File: config.mk
export PLATFORM = sky130hd
export DESIGN_NAME = action_fsm_multi
export DESIGN_NICKNAME = d
export VERILOG_FILES = /design/src/rtl/action_fsm_multi.sv
export SDC_FILE = /design/constraint.sdc
export NUM_CORES = 1
export LEC_CHECK = 0
export CORE_AREA = 2 2 89 91
export DETAILED_ROUTE_END_ITERATION = 7
export DIE_AREA = 0 0 91 93
export MAX_ROUTING_LAYER = met4
export PLACE_DENSITY = 0.94
export SYNTH_ARGS = -nofsm -noshare
export SYNTH_HDL_FRONTEND = slang
export SYNTH_SLANG_ARGS = --single-unit
File: constraint.sdc
create_clock -name clk_pixel_in -period 6.15 [get_ports clk_pixel_in]
set_clock_uncertainty 0.2 [all_clocks]
set_input_delay 1.23 -clock clk_pixel_in [delete_from_list [all_inputs] [get_ports clk_pixel_in]]
set_output_delay 1.23 -clock clk_pixel_in [all_outputs]
set_load 0.02 [all_outputs]
File: src/rtl/action_fsm_multi.sv
// action_fsm_multi: per-player fencing action FSM, stepped once per frame.
// Frame inputs are captured at t, the FSM steps at t+1 and registered outputs land with data_valid_out at t+2.
module action_fsm_multi #(
   parameter int X_W            = 11,
   parameter int Y_W            = 10,
   parameter int HEALTH_W       = 3,
   parameter int MAX_HEALTH     = 5,
   parameter int BLOCK_FRAMES   = 240,
   parameter int ATTACK_FRAMES  = 30,
   parameter int RECOVER_FRAMES = 60,
   parameter int PARRY_FRAMES   = 90,
   parameter int CNT_W          = 10
) (
   input  logic                clk_pixel_in,
   input  logic                rst_n_in,
   input  logic                game_reset_in,
   input  logic                ir_valid_in,
   input  logic                block_in,
   input  logic                lunge_in,
   input  logic                release_in,
   input  logic                frame_valid_in,
   input  logic [X_W-1:0]      saber_x_in,
   input  logic [Y_W-1:0]      saber_y_in,
   input  logic [1:0]          opp_state_in,
   input  logic                opp_scored_in,
   input  logic                attack_hit_in,
   input  logic                collide_in,
   output logic [1:0]          saber_state_out,
   output logic [X_W-1:0]      attack_x_out,
   output logic [Y_W-1:0]      attack_y_out,
   output logic [HEALTH_W-1:0] health_out,
   output logic                scored_out,
   output logic                game_over_out,
   output logic                data_valid_out,
   output logic [2:0]          state_dbg_out
);

   typedef enum logic [2:0] {
      S_REST    = 3'd0,
      S_BLOCK   = 3'd1,
      S_ATTACK  = 3'd2,
      S_SCORE   = 3'd3,
      S_RECOVER = 3'd4,
      S_PARRIED = 3'd5,
      S_DEAD    = 3'd6
   } state_t;

   localparam logic [CNT_W-1:0]    BLOCK_LAST   = CNT_W'(BLOCK_FRAMES - 1);
   localparam logic [CNT_W-1:0]    ATTACK_LAST  = CNT_W'(ATTACK_FRAMES - 1);
   localparam logic [CNT_W-1:0]    RECOVER_LAST = CNT_W'(RECOVER_FRAMES - 1);
   localparam logic [CNT_W-1:0]    PARRY_LAST   = CNT_W'(PARRY_FRAMES - 1);
   localparam logic [HEALTH_W-1:0] HEALTH_MAX   = HEALTH_W'(MAX_HEALTH);
   localparam logic [HEALTH_W-1:0] HEALTH_ONE   = HEALTH_W'(1);

   state_t                state_q, state_d;
   logic [CNT_W-1:0]      cnt_q, cnt_d;
   logic [HEALTH_W-1:0]   health_q, health_d;
   logic                  blk_q, blk_d, lng_q, lng_d, rel_q, rel_d;
   logic [X_W-1:0]        atk_x_q, atk_x_d;
   logic [Y_W-1:0]        atk_y_q, atk_y_d;
   logic                  score_q, score_d;
   logic                  p1_q, p2_q;
   logic [X_W-1:0]        cap_x_q;
   logic [Y_W-1:0]        cap_y_q;
   logic [1:0]            cap_opp_q;
   logic                  cap_opp_sc_q, cap_hit_q, cap_col_q;
   logic                  frame_start;
   logic                  timed;

   // frame_valid_in is a one-cycle strobe with no back-pressure; strobes arriving while
   // a frame occupies the t+1/t+2 slots are dropped, never queued.
   assign frame_start   = frame_valid_in && !p1_q && !p2_q;
   assign state_dbg_out = state_q;
   assign timed = (state_d == S_BLOCK) || (state_d == S_ATTACK) ||
                  (state_d == S_RECOVER) || (state_d == S_PARRIED);

   always_comb begin
      state_d  = state_q;
      cnt_d    = cnt_q;
      health_d = health_q;
      atk_x_d  = atk_x_q;
      atk_y_d  = atk_y_q;
      score_d  = score_q;
      blk_d    = blk_q;
      lng_d    = lng_q;
      rel_d    = rel_q;
      if (p1_q) begin
         score_d = 1'b0;
         case (state_q)
            S_REST: begin
               if (blk_q) begin
                  state_d = S_BLOCK;
               end else if (lng_q) begin
                  state_d = S_ATTACK;
                  atk_x_d = cap_x_q;
                  atk_y_d = cap_y_q;
               end
            end
            S_BLOCK: if (rel_q || lng_q || cnt_q == BLOCK_LAST) state_d = S_REST;
            S_ATTACK: begin
               if (rel_q && cap_hit_q) begin
                  state_d = S_SCORE;
                  score_d = 1'b1;
               end else if (cap_col_q && cap_opp_q == 2'b10) begin
                  state_d = S_PARRIED;
               end else if (cap_col_q || rel_q || blk_q || cnt_q == ATTACK_LAST) begin
                  state_d = S_RECOVER;
               end
            end
            S_SCORE:   state_d = S_RECOVER;
            S_RECOVER: if (cnt_q == RECOVER_LAST) state_d = S_REST;
            S_PARRIED: if (cnt_q == PARRY_LAST) state_d = S_REST;
            default:   state_d = S_DEAD;
         endcase
         // The last point of health overrides whatever the action logic chose.
         if (state_q != S_DEAD && cap_opp_sc_q && health_q != '0) begin
            health_d = health_q - HEALTH_ONE;
            if (health_q == HEALTH_ONE) state_d = S_DEAD;
         end
         if (state_d != state_q) cnt_d = '0;
         else if (timed)         cnt_d = cnt_q + CNT_W'(1);
         if (state_q == S_BLOCK && state_d != S_BLOCK)   blk_d = 1'b0;
         if (state_q == S_ATTACK && state_d != S_ATTACK) lng_d = 1'b0;
      end
      if (ir_valid_in) begin
         blk_d = block_in;
         lng_d = lunge_in;
         rel_d = release_in;
      end
   end

   always_ff @(posedge clk_pixel_in or negedge rst_n_in) begin
      if (!rst_n_in) begin
         state_q         <= S_REST;
         cnt_q           <= '0;
         health_q        <= HEALTH_MAX;
         {blk_q, lng_q, rel_q} <= 3'b000;
         atk_x_q         <= '0;
         atk_y_q         <= '0;
         score_q         <= 1'b0;
         p1_q            <= 1'b0;
         p2_q            <= 1'b0;
         cap_x_q         <= '0;
         cap_y_q         <= '0;
         cap_opp_q       <= 2'b00;
         {cap_opp_sc_q, cap_hit_q, cap_col_q} <= 3'b000;
         saber_state_out <= 2'b00;
         attack_x_out    <= '0;
         attack_y_out    <= '0;
         health_out      <= HEALTH_MAX;
         scored_out      <= 1'b0;
         game_over_out   <= 1'b0;
         data_valid_out  <= 1'b0;
      end else if (game_reset_in) begin
         state_q         <= S_REST;
         cnt_q           <= '0;
         health_q        <= HEALTH_MAX;
         {blk_q, lng_q, rel_q} <= 3'b000;
         atk_x_q         <= '0;
         atk_y_q         <= '0;
         score_q         <= 1'b0;
         p1_q            <= 1'b0;
         p2_q            <= 1'b0;
         saber_state_out <= 2'b00;
         attack_x_out    <= '0;
         attack_y_out    <= '0;
         health_out      <= HEALTH_MAX;
         scored_out      <= 1'b0;
         game_over_out   <= 1'b0;
         data_valid_out  <= 1'b0;
      end else begin
         if (frame_start) begin
            cap_x_q      <= saber_x_in;
            cap_y_q      <= saber_y_in;
            cap_opp_q    <= opp_state_in;
            cap_opp_sc_q <= opp_scored_in;
            cap_hit_q    <= attack_hit_in;
            cap_col_q    <= collide_in;
         end
         p1_q     <= frame_start;
         p2_q     <= p1_q;
         state_q  <= state_d;
         cnt_q    <= cnt_d;
         health_q <= health_d;
         blk_q    <= blk_d;
         lng_q    <= lng_d;
         rel_q    <= rel_d;
         atk_x_q  <= atk_x_d;
         atk_y_q  <= atk_y_d;
         score_q  <= score_d;
         data_valid_out <= p2_q;
         if (p2_q) begin
            case (state_q)
               S_REST:   saber_state_out <= 2'b00;
               S_ATTACK: saber_state_out <= 2'b01;
               S_BLOCK:  saber_state_out <= 2'b10;
               default:  saber_state_out <= 2'b11;
            endcase
            attack_x_out  <= (state_q == S_ATTACK || state_q == S_SCORE) ? atk_x_q : '0;
            attack_y_out  <= (state_q == S_ATTACK || state_q == S_SCORE) ? atk_y_q : '0;
            health_out    <= health_q;
            scored_out    <= score_q;
            game_over_out <= (state_q == S_DEAD);
         end
      end
   end

endmodule

After elaboration in Yosys (flattened, before gate mapping). Cells that the tools add are included. Widths: inputs -> output; s select.

Output and inout bits: 32. Register bits after elaboration: 98. Input port bits: 34. Word-level logic and storage cells: 148.

Muxes and demuxes: 63. Eq/ne operators: 21. Add/sub/neg operators: 2. Reductions and logical operators: 37. Bitwise operators: 1.

Operator list (number): $mux 10 (12); $mux 11 (8); $mux 3 (18); $mux 1 (21); $pmux 3 s6 (1); $eq 3x3->1 const B (5); $reduce_bool 3->1 (5); $reduce_bool 2->1 (6); $add 10x1->10 const B (1); $eq 10x5->1 const B (1); $eq 10x6->1 const B (1); $eq 10x7->1 const B (1); $eq 10x8->1 const B (1); $reduce_and 2->1 (5); $eq 3x1->1 const B (3); $eq 3x2->1 const B (3); $logic_or 1x1->1 (9); $logic_and 1x1->1 (8); $pmux 2 s3 (1); $mux 2 (2); $reduce_and 4->1 (1); $logic_not 3->1 (1); $ne 3x1->1 const B (1); $ne 3x2->1 const B (1); other kinds (7) (8).

Depth between registers and ports, before layout.
Depth after elaboration: 19. Mapped depth: 10. Gate-level depth less buffers: 10.

Worst setup path after synthesis. No wires, ideal clock.

Path type: input to register. Start point: input port game_reset_in. End point: register cap_x_q[0]. Path buffers: 3. Cell stages on the path: 6. Setup time: 125 ps. Arrival time: 2766 ps. Slack: 3059 ps. Cells stage by stage: clkbuf_1 nor2_1 and3_1 clkbuf_1 buf_1 mux2_2.

Cells in the longest elaborated chain, start to end: 2.

Ends and longest elaborated chain: start, declared (RTL line 16) `input logic game_reset_in,`; $not 1->1 (no source line); $reduce_and 2->1 (no source line); end signal, assigned (RTL line 173) `cap_x_q <= saber_x_in;`; end, declared (RTL line 63) `logic [X_W-1:0] cap_x_q;`.

No other way between the ends. A chain may end at the register's enable or synchronous reset.

Worst setup path after layout.
Start point: input port game_reset_in. End point: register cap_x_q[2].

The elaborated chain is that of the path after synthesis.

==> flow_summary_export.csv <==
group,metric,value,unit
timing,tns,0,ns
synth,synth_nets,395,
worst_setup_path,worstPathRequired,6.21,ns
worst_setup_path,startpoint_type,"primary input",
synth,syn_area,4280,µm²
worst_setup_path,cp.arrival,4.18,ns
worst_setup_path,crit_family,"simple AND/OR/NAND/NOR gates",
cts,ctsResizeCount,0,
final_layout,final_util,0.689,
worst_setup_path,critPathBufInv,2,
cts,clock-sinks,98,
worst_setup_path,slowest_stage,"and3_1",
synth,netlist_instances,356,
pwr,p_leak,2.24,nW
final_layout,nets,453,
cts,cts_buffers,9,
timing,clock.fmax,243,MHz
pwr,fin_total_pwr,1.25,mW
cts,cts_setup_buffers,0,
worst_setup_path,cpPeakStageDelay,1.01,ns
place,place_area,5000,µm²
synth,yosysSeqAreaShare,0.575,
place,place_inst,505,
synth,synth_flop_cell,"dfrtp_1",
floorplan,placementRows,32,
routing,via_count,3164,
worst_setup_path,r2r-end,"cnt_q[4]",
worst_setup_path,path_max_fanout,28,
floorplan,initial_core_util,0.568,
worst_hold_path,hold_path_depth,1,
synth,synth.top_cell.area_share,0.550,
timing,worstMarginPinSlew,1.21,ns
timing,fin_crit_sh,0.670,
worst_setup_path,crit_chain,"clkdlybuf4s50_1 > nor2_1 > buf_4 > and3_1 > mux2_2",
routing,wl,9470,µm
timing,slew_violations,0,
final_layout,fin_cells,521,
cts,cts-root-buf,"clkbuf_8",
worst_setup_path,r2r_setup_slack,2.73,ns
worst_setup_path,r2r-start,"health_q[0]",
cts,cts_buffer_depth,2,
global_routing,grt_pass1_wl,15300,µm
synth,synth_top_area_cell,"dfrtp_1",
synth,synthMostInstantiatedCell,"dfrtp_1",
cts,cts_htree_levels,3,
routing,drt_iter0_drc,180,
pwr,power.density,242,nW/µm²
floorplan,die_w,91,µm
synth,async_flop_share,1.00,
routing,drc,0,
final_layout,drive_above_1_share,0.141,
global_routing,antenna_found_initial,0,
floorplan,coreArea,7530,µm²
worst_setup_path,path_class,"in2reg",
worst_hold_path,min_from,"cap_x_q[7]",
cts,ctsHoldBuffers,0,
synth,synth_edf_count,0,
cts,clk_pin_slew,0.09,ns
timing,slew_headroom,0.196,
floorplan,io_pins,66,
place,dp_slack,1.64,ns
worst_hold_path,hold_end,"atk_x_q[7]",
timing,timing.hold.ws,0.302,ns
worst_hold_path,min_path_type,"reg2reg",
cts,clock_latency,0.37,ns
timing,hold_violations,0,
global_routing,first_global_vias,3127,
synth,ys.warnings.count,0,
routing,dr.pass1.iters,5,
routing,routedWlPerCell,18.2,µm
synth,synth_cell_types,53,
pwr,vdd_drop_max,0.000154,V
place,io_buffers,65,
timing,setup_slack,2.03,ns
synth,synth_common_cells,"dfrtp_1, a22o_1, mux2_2, nor2_1, nand2_1",
global_routing,grtUsageTotal,0.240,
worst_setup_path,crit_path_end_kind,"register",
run_status,outcome,"complete, no violations",
routing,vias_per_cell,6.07,
synth,ys_ff_latch,98,
synth,synth.avg_cell_area,12.0,µm²
floorplan,dieArea,8460,µm²
global_routing,overflow,0,
timing,rsz0062_at_grt,"no",
final_layout,diodes,0,
floorplan,fp.dieH,93,µm
worst_setup_path,reg2reg_depth,10,
final_layout,areaGrowthSynthToFinish,21.3,%
synth,synthTopCellsByArea,"dfrtp_1, a22o_1, mux2_2",
timing,fin_crit,4.12,ns
final_layout,fin_area,5180,µm²
cts,cts_tree,"done",
flow_run,maxCapViolCount,0,
timing,setup_viol,0,
routing,ant_nets,0,
place,gp_congestion,0.942,
place,dp_hpwl,6550,µm
global_routing,grt_max_degree,61,
per-layer routing:
metal,share of wire,global-route usage
met5,0,-
met4,0.030,0.119
met3,0.042,0.0218
met2,0.52,0.403
met1,0.41,0.295
where the power goes:
group | internal [mW] | leakage, nW | switching (mW)
registers | 0.686 | 1.29 | 0.0321
clock network | 0.154 | 0.0925 | 0.238
logic | 0.0717 | 0.858 | 0.0708
cell type report:
| class | count | area [µm²] |
|---|---|---|
| Clock inverter | 7 | 58.8 |
| Tap cell | 102 | 128 |
| Sequential cell | 98 | 2460 |
| Multi-Input combinational cell | 224 | 1690 |
| Inverter | 12 | 45.0 |
| Fill cell | 538 | 2340 |
| Clock buffer | 9 | 124 |
| Timing Repair Buffer | 69 | 678 |
registers in the layout, indices dropped and copies added, names as in the netlist, 3 cells and up:
name,flops
cap_y_q,10
cnt_q,10
atk_y_q,10
attack_x_out,11
atk_x_q,11
cap_x_q,11
attack_y_out,10
health_out,3
state_dbg_out,3
health_q,3
worst max-delay path by stage:
stage / from / end / slack [ns] / cells after the start
after floorplan: game_reset_in / cap_x_q[0] / 3.06 / 6
after global placement: game_reset_in / cap_x_q[5] / 1.72 / 5
after detailed placement: game_reset_in / cap_x_q[1] / 1.64 / 5
after CTS: game_reset_in / cap_x_q[2] / 2.06 / 5
after global routing: game_reset_in / cap_opp_q[0] / 1.83 / 5
final: game_reset_in / cap_x_q[2] / 2.03 / 5
worst reg2reg max path: cells and delay by family (launching register included):
family | cells | cell delay, ns
buf+inv | 1 | 0.07
flops | 1 | 0.57
fa+ha+maj | 1 | 0.21
xor+xnor | 1 | 0.35
compound gates | 4 | 0.98
simple gates | 3 | 0.93
cells by family after synthesis:
family                     Yosys count  share of synthesized area
and+or+nand+nor                     99                      0.127
adders and majority gates            5                     0.0146
muxes                               32                     0.0825
DFF                                 98                      0.575
AOI/OAI and AO/OA                   85                      0.162
xor gates and xnor gates             3                    0.00790
buffers and inverters               34                     0.0310
cells in the final DEF, fill, tap and decap left out, types with 5 or more instances in the layout:
master / synthesis / routed
mux2_2: 26 / 26
and3_1: 5 / 5
nand3b_1: 5 / 5
ha_1: 5 / 5
o21ai_1: 5 / 5
or3_1: 5 / 5
nor2_1: 26 / 26
nor3_1: 5 / 5
a21oi_1: 11 / 10
dfrtp_1: 94 / 94
a22o_1: 42 / 42
clkbuf_8: 0 / 9
nand2_1: 15 / 15
nand4_1: 7 / 7
clkdlybuf4s50_1: 0 / 64
inv_1: 12 / 12
mux2i_1: 6 / 6
buf_4: 0 / 5
nand3_1: 7 / 7
Power figures use the tool's default switching activity.
